<file path="config.mk">
export PLATFORM = sky130hd
export DESIGN_NAME = avmm_read_engine
export DESIGN_NICKNAME = d
export VERILOG_FILES = /design/src/rtl/avmm_read_engine.sv
export SDC_FILE = /design/constraint.sdc
export NUM_CORES = 1
export LEC_CHECK = 0
export ABC_AREA = 1
export BUFFER_PORTS_ARGS = -buffer_cell sky130_fd_sc_hd__buf_2
export CORE_MARGIN = 3
export CORE_UTILIZATION = 61
export DETAILED_ROUTE_END_ITERATION = 10
export PLACE_DENSITY = 0.8
export SLEW_MARGIN = 20
export SYNTH_ARGS = -nofsm -noshare
export SYNTH_HDL_FRONTEND = slang
export SYNTH_SLANG_ARGS = --single-unit
</file>
<file path="constraint.sdc">
create_clock -name clock -period 3.15 [get_ports clock]
set_clock_uncertainty 0.2 [all_clocks]
set_input_delay 0.315 -clock clock [delete_from_list [all_inputs] [get_ports clock]]
set_output_delay 0.315 -clock clock [all_outputs]
set_load 0.02 [all_outputs]
</file>
<file path="src/rtl/avmm_read_engine.sv">
// avmm_read_engine: single Avalon-MM read with waitrequest hold, fixed-latency capture and stall timeout
module avmm_read_engine #(
  parameter int READ_LATENCY = 0,
  parameter int TIMEOUT_CYCLES = 255
) (
  input  logic clock,
  input  logic reset,
  input  logic req,
  input  logic addr,
  input  logic av_waitrequest,
  output logic av_read,
  output logic av_address,
  output logic accept,
  output logic cap,
  output logic fin,
  output logic tmo
);
  localparam logic [1:0] LAT_LAST = 2'(READ_LATENCY == 0 ? 0 : READ_LATENCY - 1);
  localparam logic [15:0] STALL_LAST = 16'(TIMEOUT_CYCLES - 1);
  logic rd_q, rd_d, lat_q, lat_d, addr_q, addr_d, last_lat;
  logic [1:0] lat_cnt_q, lat_cnt_d;
  logic [15:0] stall_q, stall_d;
  always_comb begin
    accept = rd_q & ~av_waitrequest;
    tmo = rd_q & av_waitrequest & (stall_q == STALL_LAST);
    last_lat = lat_q & (lat_cnt_q == LAT_LAST);
    cap = (READ_LATENCY == 0) ? accept : last_lat;
    fin = last_lat | tmo;
    rd_d = req | (rd_q & ~accept & ~tmo);
    lat_d = accept | (lat_q & ~last_lat);
    lat_cnt_d = (lat_q & ~last_lat) ? lat_cnt_q + 2'd1 : 2'd0;
    stall_d = (rd_q & av_waitrequest & ~req) ? stall_q + 16'd1 : 16'd0;
    addr_d = req ? addr : addr_q;
  end
  always_ff @(posedge clock) begin
    if (reset) begin
      rd_q <= 1'b0;
      lat_q <= 1'b0;
      addr_q <= 1'b0;
      lat_cnt_q <= 2'd0;
      stall_q <= 16'd0;
    end else begin
      rd_q <= rd_d;
      lat_q <= lat_d;
      addr_q <= addr_d;
      lat_cnt_q <= lat_cnt_d;
      stall_q <= stall_d;
    end
  end
  assign av_read = rd_q;
  assign av_address = addr_q;
endmodule

</file>
==> summary.md, run 1 <==
| Metric | Value |
|---|---|
| Starting Density | between 60% and 70% |
| Final setup violation count | 0 |
| Register bit count reported by yosys | 21 |
| Total negative slack | 0 ps |
| Post-CTS Setup Repair Bufs | 0 |
| CTS hold repair buffers | 0 |
| EDFF count, synth | 0 |
| Routed WL per cell | about 11 um |
| Routed vias | slightly below 1,000 |
| Seq/Total Area, Yosys | around 39% |
| Total Power | approximately 420 uW |
| DPL Wire Length | between 1500 and 2000 um |
| Distinct cells, synth | 23 |
| CP max stage cell | dfxtp_1 |
| Vias in the first global route | roughly 840 |
| Antenna Cells | 0 |
| WP data required | 2630 ps |
| Die boundary width | 48.3 um |
| # H-tree levels | 1 |
| Post-DRT Antenna Nets | 0 |
| Synthesis-to-layout area growth | 9.06% |
| Die area | approximately 2300 sq um |
| Maximum VDD drop | ~260 uV |
| Dpl cell area | between 1000 and 1500 sq um |
| Maxcap violations | 0 |
| DRC viols | 0 |
| R2R setup slack | between 1500 and 2000 ps |
| Worst Path Max Fanout | 3 |
| Status | finished clean |
| Largest net degree at the start of global routing | 12 |
| Startpoint type of the worst setup path | register |
| CTS Buf Count | 3 |
| Fmax | roughly 0.5 GHz |
| Final Cycle Share | 64.3% |
| Row count | 14 |
| Core area | 1590 sq um |
| Final hold viol count | 0 |
| Worst skew pair latency | ~300 ps |
| DRT iter0 DRCs | 23 |
| Fin area | 1190 sq um |
| Critical path endpoint category | output port |
| CTS Root Cell | clkbuf_4 |
| CP delay by family, top | flip-flops |
| First-pass GRT wire length | between 3000 and 4000 um |
| CTS Sinks | 21 |
| Worst hold slack | just over 30 ps |
| Clk slew on worst S/H paths | roughly 100 ps |
| Router iterations before antenna repair | 4 |
| Clock tree from TritonCTS | built |
| Power Dens Cells | between 300 and 400 nW/um^2 |
| Tmin final | just over 2000 ps |
| CP Cell Sequence | ha_1, nor3b_1, nand3_1, nor3_1, buf_2 |
| # IOs | 11 |
| Final weighted congestion in routability-driven placement | around 0.81 |
| Share of layout cells above drive strength 1 | between 10% and 20% |
| Slew @ Worst Pin | between 200 and 300 ps |
| RSZ-0062 raised after global routing | no |
| Worst Hold Class | in -> reg |
| Synth warn | 0 |
| Fraction of registers with async set/reset | 0% |
| Initial antenna violation count | 0 |
| Ys flop type | dfxtp_1 |
| Critical path type | reg -> out |
| Syn nets | approximately 170 |
| CTS Buffer Depth | 2 |
| Die height | 48.3 um |
| GR Overflow Total | 0 |
| WP data arrival | approximately 1500 ps |
| Syn Inst Count | 159 |
| Post-CTS resize count | 0 |
| Post-synthesis cell area | roughly 1100 sq um |
| IO Port Bufs | 10 |
| Max-slew violations | 0 |
| Final WL | 2130 um |
| Max-slew headroom | approximately 81% |
| Total Routing Usage GR | between 20% and 30% |
| Worst path max stage delay | roughly 430 ps |
| CP Buf/Inv Count | 1 |
| Syn Area/Cell | 6.86 sq um |
| Final Net Count | roughly 180 |
| Static Leak | between 0.0004 and 0.0005 uW |
| Via density | a little under 5 |
## placed cells by master (no fill, tap or decap), drive strengths merged
| cell | n |
|---|---|
| nor3b | 1 |
| clkbuf | 4 |
| inv | 27 |
| nand3 | 15 |
| nor2 | 34 |
| nand2 | 35 |
| buf | 10 |
| nand3b | 1 |
| xor2 | 1 |
| o21ai | 8 |
| dfxtp | 21 |
| a21oi | 6 |
| xnor2 | 2 |
| ha | 3 |
| nand4 | 2 |
| nor3 | 2 |
## synth_stat cells (2+ instances only)
| cell | number | area, sq um |
|---|---|---|
| nand3_2 | 3 | 30.0 |
| xnor2_1 | 2 | 17.5 |
| nor2_4 | 2 | 22.5 |
| nand2_1 | 33 | 124 |
| inv_2 | 3 | 11.3 |
| a21oi_1 | 6 | 30.0 |
| nor2_1 | 30 | 113 |
| nand3_1 | 11 | 55.1 |
| inv_1 | 24 | 90.1 |
| dfxtp_1 | 21 | 420 |
| nand2_2 | 2 | 12.5 |
| ha_1 | 3 | 37.5 |
| nor3_1 | 2 | 10.0 |
| nor2_2 | 2 | 12.5 |
| nand4_1 | 2 | 12.5 |
| o21ai_1 | 6 | 30.0 |
## cells by family (layout without fill, tap and decap cells)
group	Yosys count	in the layout	share of synthesized area (%)
AOI/OAI and AO/OA	14	14	6.77
xor gates and xnor gates	3	3	2.41
adders and majority gates	3	3	3.44
buffers and inverters	28	41	9.98
DFF	21	21	38.5
and+or+nand+nor	90	90	38.9
## final timing paths
path | from | to | depth (start not counted)
max | stall_q[1] | tmo | 5
min | req | av_read | 3
max reg2reg | stall_q[0] | stall_q[14] | 6
min reg2reg | lat_cnt_q[0] | lat_cnt_q[0] | 1
## routing by layer
layer	global-route usage, %	routed length, um	part of all wire (%)	vias to the layer above
met5	0	0	0	-
met4	8.60	30	1.4	0
met3	8.12	90	4.2	4
met2	34.1	1020	48	19
met1	25.1	989	46	430
li1	-	-	-	517
## per-stage QoR
step | util, % | setup slack [ps] | cells
after detailed placement | 73.0 | 1460 | 192
final | 74.6 | 1130 | 196
after floorplan | - | 1380 | 159
after CTS | 74.6 | 1110 | 196
after global routing | 74.6 | 991 | 196
after global placement | 73.0 | 1500 | 192
## state kept, by name, summed over array words and instances, names as in the netlist
signal and flops:
lat_cnt_q 2, stall_q 16, av_address 1, av_read 1
lat_q 1
## worst register-to-register path, delay by kind of cell, from the launching register on
family | cells | cell delay, ps
AOI/OAI and AO/OA | 1 | 50
adders and majority gates | 1 | 240
DFF | 1 | 450
and+or+nand+nor | 4 | 450
## layout make-up
| type | count | area (sq um) |
|---|---|---|
| multi-input combinational | 110 | 562 |
| fill | 128 | 404 |
| tap | 24 | 30.0 |
| inverter | 27 | 101 |
| timing repair buffer | 10 | 50.0 |
| clock buffer | 4 | 26.3 |
| sequential | 21 | 420 |
## where the power goes
part	switching, uW	internal, uW
registers	2.02	268
clock network	78.3	49.4
logic	12.9	7.13
Power figures use the tool's default switching activity.
==> inputs of run 2 (changes only) <==
--- a/config.mk
+++ b/config.mk
@@ -5,12 +5,12 @@
 export SDC_FILE = /design/constraint.sdc
 export NUM_CORES = 1
 export LEC_CHECK = 0
-export ABC_AREA = 1
+export ABC_AREA = 0
 export BUFFER_PORTS_ARGS = -buffer_cell sky130_fd_sc_hd__buf_2
 export CORE_MARGIN = 3
-export CORE_UTILIZATION = 61
+export CORE_UTILIZATION = 55
 export DETAILED_ROUTE_END_ITERATION = 10
-export PLACE_DENSITY = 0.8
+export PLACE_DENSITY = 0.74
 export SLEW_MARGIN = 20
 export SYNTH_ARGS = -nofsm -noshare
 export SYNTH_HDL_FRONTEND = slang
==> constraint.sdc (replaced) <==
create_clock -name clock -period 2.1 [get_ports clock]
set_clock_uncertainty 0.2 [all_clocks]
set_input_delay 0.21 -clock clock [delete_from_list [all_inputs] [get_ports clock]]
set_output_delay 0.21 -clock clock [all_outputs]
set_load 0.02 [all_outputs]
==> summary.md, run 2 <==
| Metric | Value |
|---|---|
| DPL Wire Length | 1400 um (-18%) |
| Worst skew pair latency | 300 ps (about the same) |
| Failing checks | setup timing |
| Final WL | 2040 um (-4.2%) |
| Switching pwr | 148 uW (+59%) |
| CTS Buf Count | 3 (unchanged) |
| CP max stage cell | or4_4 |
| Worst Hold Class | in -> reg |
| Syn Area/Cell | 8.80 sq um (+28%) |
| Final hold viol count | 0 (unchanged) |
| Syn nets | 118 (-29%) |
| Main combinational cell family by area after synthesis | simple AND/OR/NAND/NOR gates |
| Final setup margin | -318 ps (-1440 ps) |
| Power Dens Cells | 532 nW/um^2 (+52%) |
| IO Port Bufs | 10 (unchanged) |
| Count leader, synth | dfxtp_1 |
| # IOs | 11 (unchanged) |
| Regs by FF count | stall_q x16, lat_cnt_q x2 |
| Util after Layout | 76.3% (+1.6 points) |
| Syn Inst Count | 110 (-31%) |
| CTS Buffer Depth | 2 (unchanged) |
| Combinational power share | 6.4% (+1.6 points) |
| Compound-gate portion of the synthesized area | 11.2% (+4.5 points) |
| Post-synthesis cell area | 968 sq um (-11%) |
| Fmax | just over 0.4 GHz |
| Initial antenna violation count | 0 (unchanged) |
| Post-synth top area share | 43.4% (+4.9 points) |
| Max-slew headroom | 70.3% (-11 points) |
| DRC viols | 0 (unchanged) |
| Clock share of power | 30.4% (-0.2 points) |
| Dpl cell area | 1110 sq um (-4.4%) |
| GR Overflow Total | 0 (unchanged) |
| Core area | 1580 sq um (-1.1%) |
| Status | finished with violations |
| Slew @ Worst Pin | 446 ps (+165 ps) |
| Simple-gate area share of the yosys netlist | 30.7% (-8.1 points) |
| Synth top cells by count | dfxtp_1, a21oi_1, nand2_1, nor2_1, nand4_1 |
| Tmin final | ~2400 ps |
| Synthesis-to-layout area growth | 24.2% |
| Layout Cells excl Fill | 153 (-22%) |
| WP data required | 1690 ps (-940 ps) |
| Clk slew on worst S/H paths | 120 ps (+20 ps) |
| # H-tree levels | 1 (unchanged) |
| Final setup violation count | 2 (+2) |
| Sequential Power Share | 63.2% (-1.4 points) |
| Max reg flops | 16 (unchanged) |
| CTS Root Cell | clkbuf_4 |
| Sw frac | 23.2% (+0.87 points) |
| Final weighted congestion in routability-driven placement | 0.888 (+9.8%) |
| Critical path endpoint category | output port |
| Die height | 48.0 um (-0.68%) |
| Final Net Count | 146 (-19%) |
| Share of layout cells above drive strength 1 | 23.4% (+7.7 points) |
| Total Routing Usage GR | 20.5% (-0.63 points) |
| Post-DRT Antenna Nets | 0 (unchanged) |
| Startpoint type of the worst setup path | register |
| Multiplexer area fraction after synthesis | 4.13% (+4.1 points) |
| Maxcap violations | 0 (unchanged) |
| RSZ-0062 raised after global routing | yes |
| Vias in the first global route | 788 (-6.5%) |
| CTS Sinks | 21 (unchanged) |
| Post-Synth Adder-Cell Area | 3.88% (+0.44 points) |
| CP Buf/Inv Count | 1 (unchanged) |
| Largest net degree at the start of global routing | 14 (+2) |
| Worst Path Max Fanout | 3 (unchanged) |
| Fin area | 1200 sq um (+1.1%) |
| First-pass GRT wire length | 3250 um (-3.1%) |
| Clock tree from TritonCTS | built |
| DRT iter0 DRCs | 28 (+22%) |
| Routed vias | 912 (-6.0%) |
| Max-slew violations | 0 (unchanged) |
| Critical path type | reg -> out |
| Commonest non-fill, non-tap cells in the layout | dfxtp_1, buf_4, nand2_1, a21oi_1, buf_2 |
| Synth area leader | dfxtp_1 |
| Synth top area cells | dfxtp_1, a21oi_1, nand4_1, mux2i_1, ha_1 |
| Row count | 14 (unchanged) |
| Static Leak | 0.000428 uW (-10%) |
| Largest Register | stall_q |
| Via density | 5.96 (+20%) |
| Final Cycle Share | 115% |
| Router iterations before antenna repair | 4 (unchanged) |
| CP Cell Sequence | or4bb_1, or4_4, o21ai_2, buf_6 |
| Worst path max stage delay | 570 ps (+140 ps) |
| XOR/XNOR share of the synthesized area | 2.71% (+0.30 points) |
| Die area | 2300 sq um (-1.4%) |
| Int Power | 491 uW (+51%) |
| Die boundary width | 48.0 um (-0.68%) |
| Starting Density | 61.4% (-7.0 points) |
| EDFF count, synth | 0 (unchanged) |
| Seq/Total Area, Yosys | 43.4% (+4.9 points) |
| Most common cell after layout, fill and taps aside | dfxtp_1 |
| Maximum VDD drop | 386 uV (+46%) |
| CP delay by family, top | simple AND/OR/NAND/NOR gates |
| WP data arrival | 2010 ps (+500 ps) |
| Cells after DPL | 144 (-25%) |
| Antenna Cells | 0 (unchanged) |
| Routed WL per cell | 13.3 um (+23%) |
| Fraction of registers with async set/reset | 0% (unchanged) |
| Ys flop type | dfxtp_1 |
| Synth warn | 0 (unchanged) |
| Distinct cells, synth | 26 (+13%) |
| Register bit count reported by yosys | 21 (unchanged) |
run 2: worst paths after layout:
kind         slack [ps]  cells after the start            to            from
min                  20                      3         lat_q  av_waitrequest
max                -320                      4           fin     stall_q[11]
min reg2reg         240                      1  lat_cnt_q[0]    lat_cnt_q[0]
max reg2reg         200                      3       av_read     stall_q[11]
run 2: logic make-up (layout without fill, tap and decap cells):
logic type | after synthesis | after routing
compound gates | 19 | 19
simple gates | 51 | 51
xor+xnor | 3 | 3
mux | 4 | 4
fa+ha+maj | 3 | 3
flops | 21 | 21
buf+inv | 9 | 36
run 2: power by group through the flow:
stage	combinational (uW)	clock, uW	sequential, uW
final	40.9	194	404
after global routing	43.6	213	405
after CTS	39.7	197	404
after detailed placement	32.2	0	413
after global placement	31.1	0	413
after floorplan	16.0	0	416
run 2: final cells by class:
class | count | area [sq um]
flip-flops and latches | 21 | 423
clock buffers | 3 | 22.5
repair buffers | 26 | 193
well taps | 16 | 20.0
multi-input cells | 80 | 517
clock inverters | 1 | 5.00
fillers | 117 | 374
inverters | 6 | 22.5
run 2: metal layers:
metal / part of all wire, % / track usage, % / vias to the layer above
met5: 0 / 0 / -
met4: 1.2 / 10.8 / 0
met3: 6.0 / 3.76 / 4
met2: 48 / 32.7 / 29
met1: 44 / 26.1 / 418
li1: - / - / 461
run 2: through the flow:
| stage | setup WS [ps] | setup TNS [ps] | hold slack [ps] | total power (uW) |
|---|---|---|---|---|
| final | -318 | -573 | 21.7 | 640 |
| after global routing | -366 | -693 | 29.2 | 661 |
| after global placement | -34.5 | -34.6 | 212 | 444 |
| after detailed placement | -63.4 | -81.8 | 226 | 445 |
| after CTS | -328 | -585 | 9.48 | 641 |
| after floorplan | -24.1 | -24.1 | 79.1 | 432 |
run 2: timing repair:
action | in CTS | in global routing
hold endpoints to repair | 5 | 0
hold buffers | 4 | 0
setup endpoints to repair | 2 | 2
setup buffers | 1 | 0
resized for setup | 4 | 2
pin swaps | 2 | 1
run 2: worst min-delay path: stages:
cell,delay (ps)
buf_2,100
nand2b_1,120
a21oi_1,60
==> inputs of run 3 (changes only) <==
--- a/config.mk
+++ b/config.mk
@@ -10,7 +10,7 @@
 export CORE_MARGIN = 3
 export CORE_UTILIZATION = 55
 export DETAILED_ROUTE_END_ITERATION = 10
-export PLACE_DENSITY = 0.74
+export PLACE_DENSITY_LB_ADDON = 0.15
 export SLEW_MARGIN = 20
 export SYNTH_ARGS = -nofsm -noshare
 export SYNTH_HDL_FRONTEND = slang
==> summary.md, run 3 (synthesis results as in run 2) <==
| Metric | Value |
|---|---|
| CTS Buf Count | 3 (unchanged) |
| CTS Buffer Depth | 2 (unchanged) |
| Via density | 5.84 (-2.1%) |
| Min-delay src | av_waitrequest |
| Final hold viol count | 0 (unchanged) |
| Cells on Worst Hold Path | 3 (unchanged) |
| Final WL | 2090 um (+2.6%) |
| Initial antenna violation count | 0 (unchanged) |
| Starting Density | 61.4% (unchanged) |
| Max-slew violations | 0 (unchanged) |
| Worst skew pair latency | 300 ps (about the same) |
| Worst Path Max Fanout | 3 (unchanged) |
| Max-slew headroom | 68.6% (-1.7 points) |
| RSZ-0062 raised after global routing | yes |
| DPL Wire Length | 1410 um (+1.0%) |
| Startpoint type of the worst setup path | register |
| First-pass GRT wire length | 3170 um (-2.3%) |
| Worst Hold Class | in -> reg |
| Final setup violation count | 2 (unchanged) |
| Final Cycle Share | 117% (+1.5 points) |
| WP depth | 4 (unchanged) |
| Final setup margin | -348 ps (-30.8 ps) |
| Post-CTS Setup Repair Bufs | 0 (-1) |
| Commonest non-fill, non-tap cells in the layout | dfxtp_1, buf_4, nand2_1, a21oi_1, buf_2 |
| WP data required | 1690 ps (about the same) |
| Dpl cell area | 1130 sq um (+1.3%) |
| CP delay by family, top | simple AND/OR/NAND/NOR gates |
| Core area | 1580 sq um (unchanged) |
| Largest Register | stall_q |
| Final Net Count | 147 (+0.68%) |
| Die area | 2300 sq um (unchanged) |
| Tmin final | 2450 ps (+30.8 ps) |
| Slew @ Worst Pin | 471 ps (+25.0 ps) |
| CP Cell Sequence | or4bb_1, or4_4, o21ai_2, buf_6 |
| Total Routing Usage GR | 20.3% (-0.27 points) |
| Hold EP | lat_q |
| CTS Root Cell | clkbuf_4 |
| # IOs | 11 (unchanged) |
| Critical path endpoint category | output port |
| Status | finished with violations |
| Routed vias | 899 (-1.4%) |
| Clock tree from TritonCTS | built |
| Clk slew on worst S/H paths | 120 ps (about the same) |
| FF-to-FF End | av_read |
| Vias in the first global route | 736 (-6.6%) |
| Die boundary width | 48.0 um (unchanged) |
| Synthesis-to-layout area growth | 24.8% |
| DRT iter0 DRCs | 33 (+18%) |
| Share of layout cells above drive strength 1 | 23.2% (-0.17 points) |
| GR Overflow Total | 0 (unchanged) |
| Antenna Cells | 0 (unchanged) |
| Die height | 48.0 um (unchanged) |
| Routed WL per cell | 13.6 um (+1.9%) |
| R2R setup slack | 180 ps (-20 ps) |
| Maxcap violations | 0 (unchanged) |
| Max reg flops | 16 (unchanged) |
| Regs by FF count | stall_q x16, lat_cnt_q x2 |
| Static Leak | 0.000433 uW (+1.2%) |
| Router iterations before antenna repair | 4 (unchanged) |
| CP max stage cell | or4_4 |
| Post-DRT Antenna Nets | 0 (unchanged) |
| Worst path max stage delay | 580 ps (about the same) |
| Final-layout fill cell count | 111 (-5.1%) |
| Maximum VDD drop | 416 uV (+7.7%) |
| CTS Sinks | 21 (unchanged) |
| Row count | 14 (unchanged) |
| Total Power | 637 uW (-0.34%) |
| Largest net degree at the start of global routing | 14 (unchanged) |
| Most common cell after layout, fill and taps aside | dfxtp_1 |
| DRC viols | 0 (unchanged) |
| Layout Cells excl Fill | 154 (+0.65%) |
| WP data arrival | 2040 ps (+30 ps) |
| Cells after DPL | 146 (+1.4%) |
| IO Port Bufs | 10 (unchanged) |
| Fmax | 0.408 GHz (-1.3%) |
| Power Dens Cells | 527 nW/um^2 (-0.86%) |
| Failing checks | setup timing |
| Worst r2r src | stall_q[11] |
| Worst hold slack | 13.7 ps (-8.01 ps) |
| Critical path type | reg -> out |
| Fin area | 1210 sq um (+0.52%) |
| Final weighted congestion in routability-driven placement | 0.831 (-6.5%) |
| CP Buf/Inv Count | 1 (unchanged) |
| Worst r2r path cells | 3 (unchanged) |
| # H-tree levels | 1 (unchanged) |
[run 3: worst max-delay path by stage]
| stage | startpoint | to | slack [ps] |
|---|---|---|---|
| after floorplan | stall_q[0] | fin | -20 |
| after CTS | stall_q[11] | fin | -310 |
| after detailed placement | stall_q[0] | fin | -60 |
| final | stall_q[11] | fin | -350 |
| after global placement | stall_q[0] | fin | -40 |
| after global routing | stall_q[11] | fin | -390 |
[run 3: timing repair]
item                                    4_1_cts  5_1_grt
pin swaps                                     1        0
endpoints found under the setup margin        2        2
resized for setup                             4        1
hold endpoints to repair                      5        0
hold buffers                                  4        0
[run 3: worst min-delay path, cell delays in order]
cell and delay [ps]:
buf_2 90, nand2b_1 120, a21oi_1 60
[run 3: per-layer routing]
metal  wire (um)  track usage (%)  up-vias
li1            -                -      460
met3          99             4.51        2
met4           8             8.06        0
met5           0                0        -
met2        1060             33.2       24
met1         920             25.5      413
[run 3: final cells by class]
| cell class | count | area [sq um] | share of cell area [%] |
|---|---|---|---|
| sequential | 21 | 422 | 34.9 |
| inverter | 6 | 22.5 | 1.86 |
| clock buffer | 3 | 22.5 | 1.86 |
| clock inverter | 1 | 5.00 | 0.414 |
| multi-input combinational | 80 | 517 | 42.8 |
| timing repair buffer | 27 | 200 | 16.6 |
| tap | 16 | 20.0 | 1.66 |
[run 3: through the flow]
| stage | utilization, % | worst slack, ps | TNS, ps |
|---|---|---|---|
| 5_1_grt | 76.7 | -394 | -754 |
| 6_report | 76.7 | -348 | -640 |
| 2_1_floorplan | - | -24.1 | -24.1 |
| 3_5_place_dp | 71.5 | -64.4 | -87.2 |
| 3_3_place_gp | 71.5 | -35.5 | -35.5 |
| 4_1_cts | 76.6 | -310 | -581 |
[run 3: where the power goes]
group / switching [uW] / internal (uW)
logic: 22.8 / 18.4
clock network: 121 / 71.0
registers: 2.24 / 402
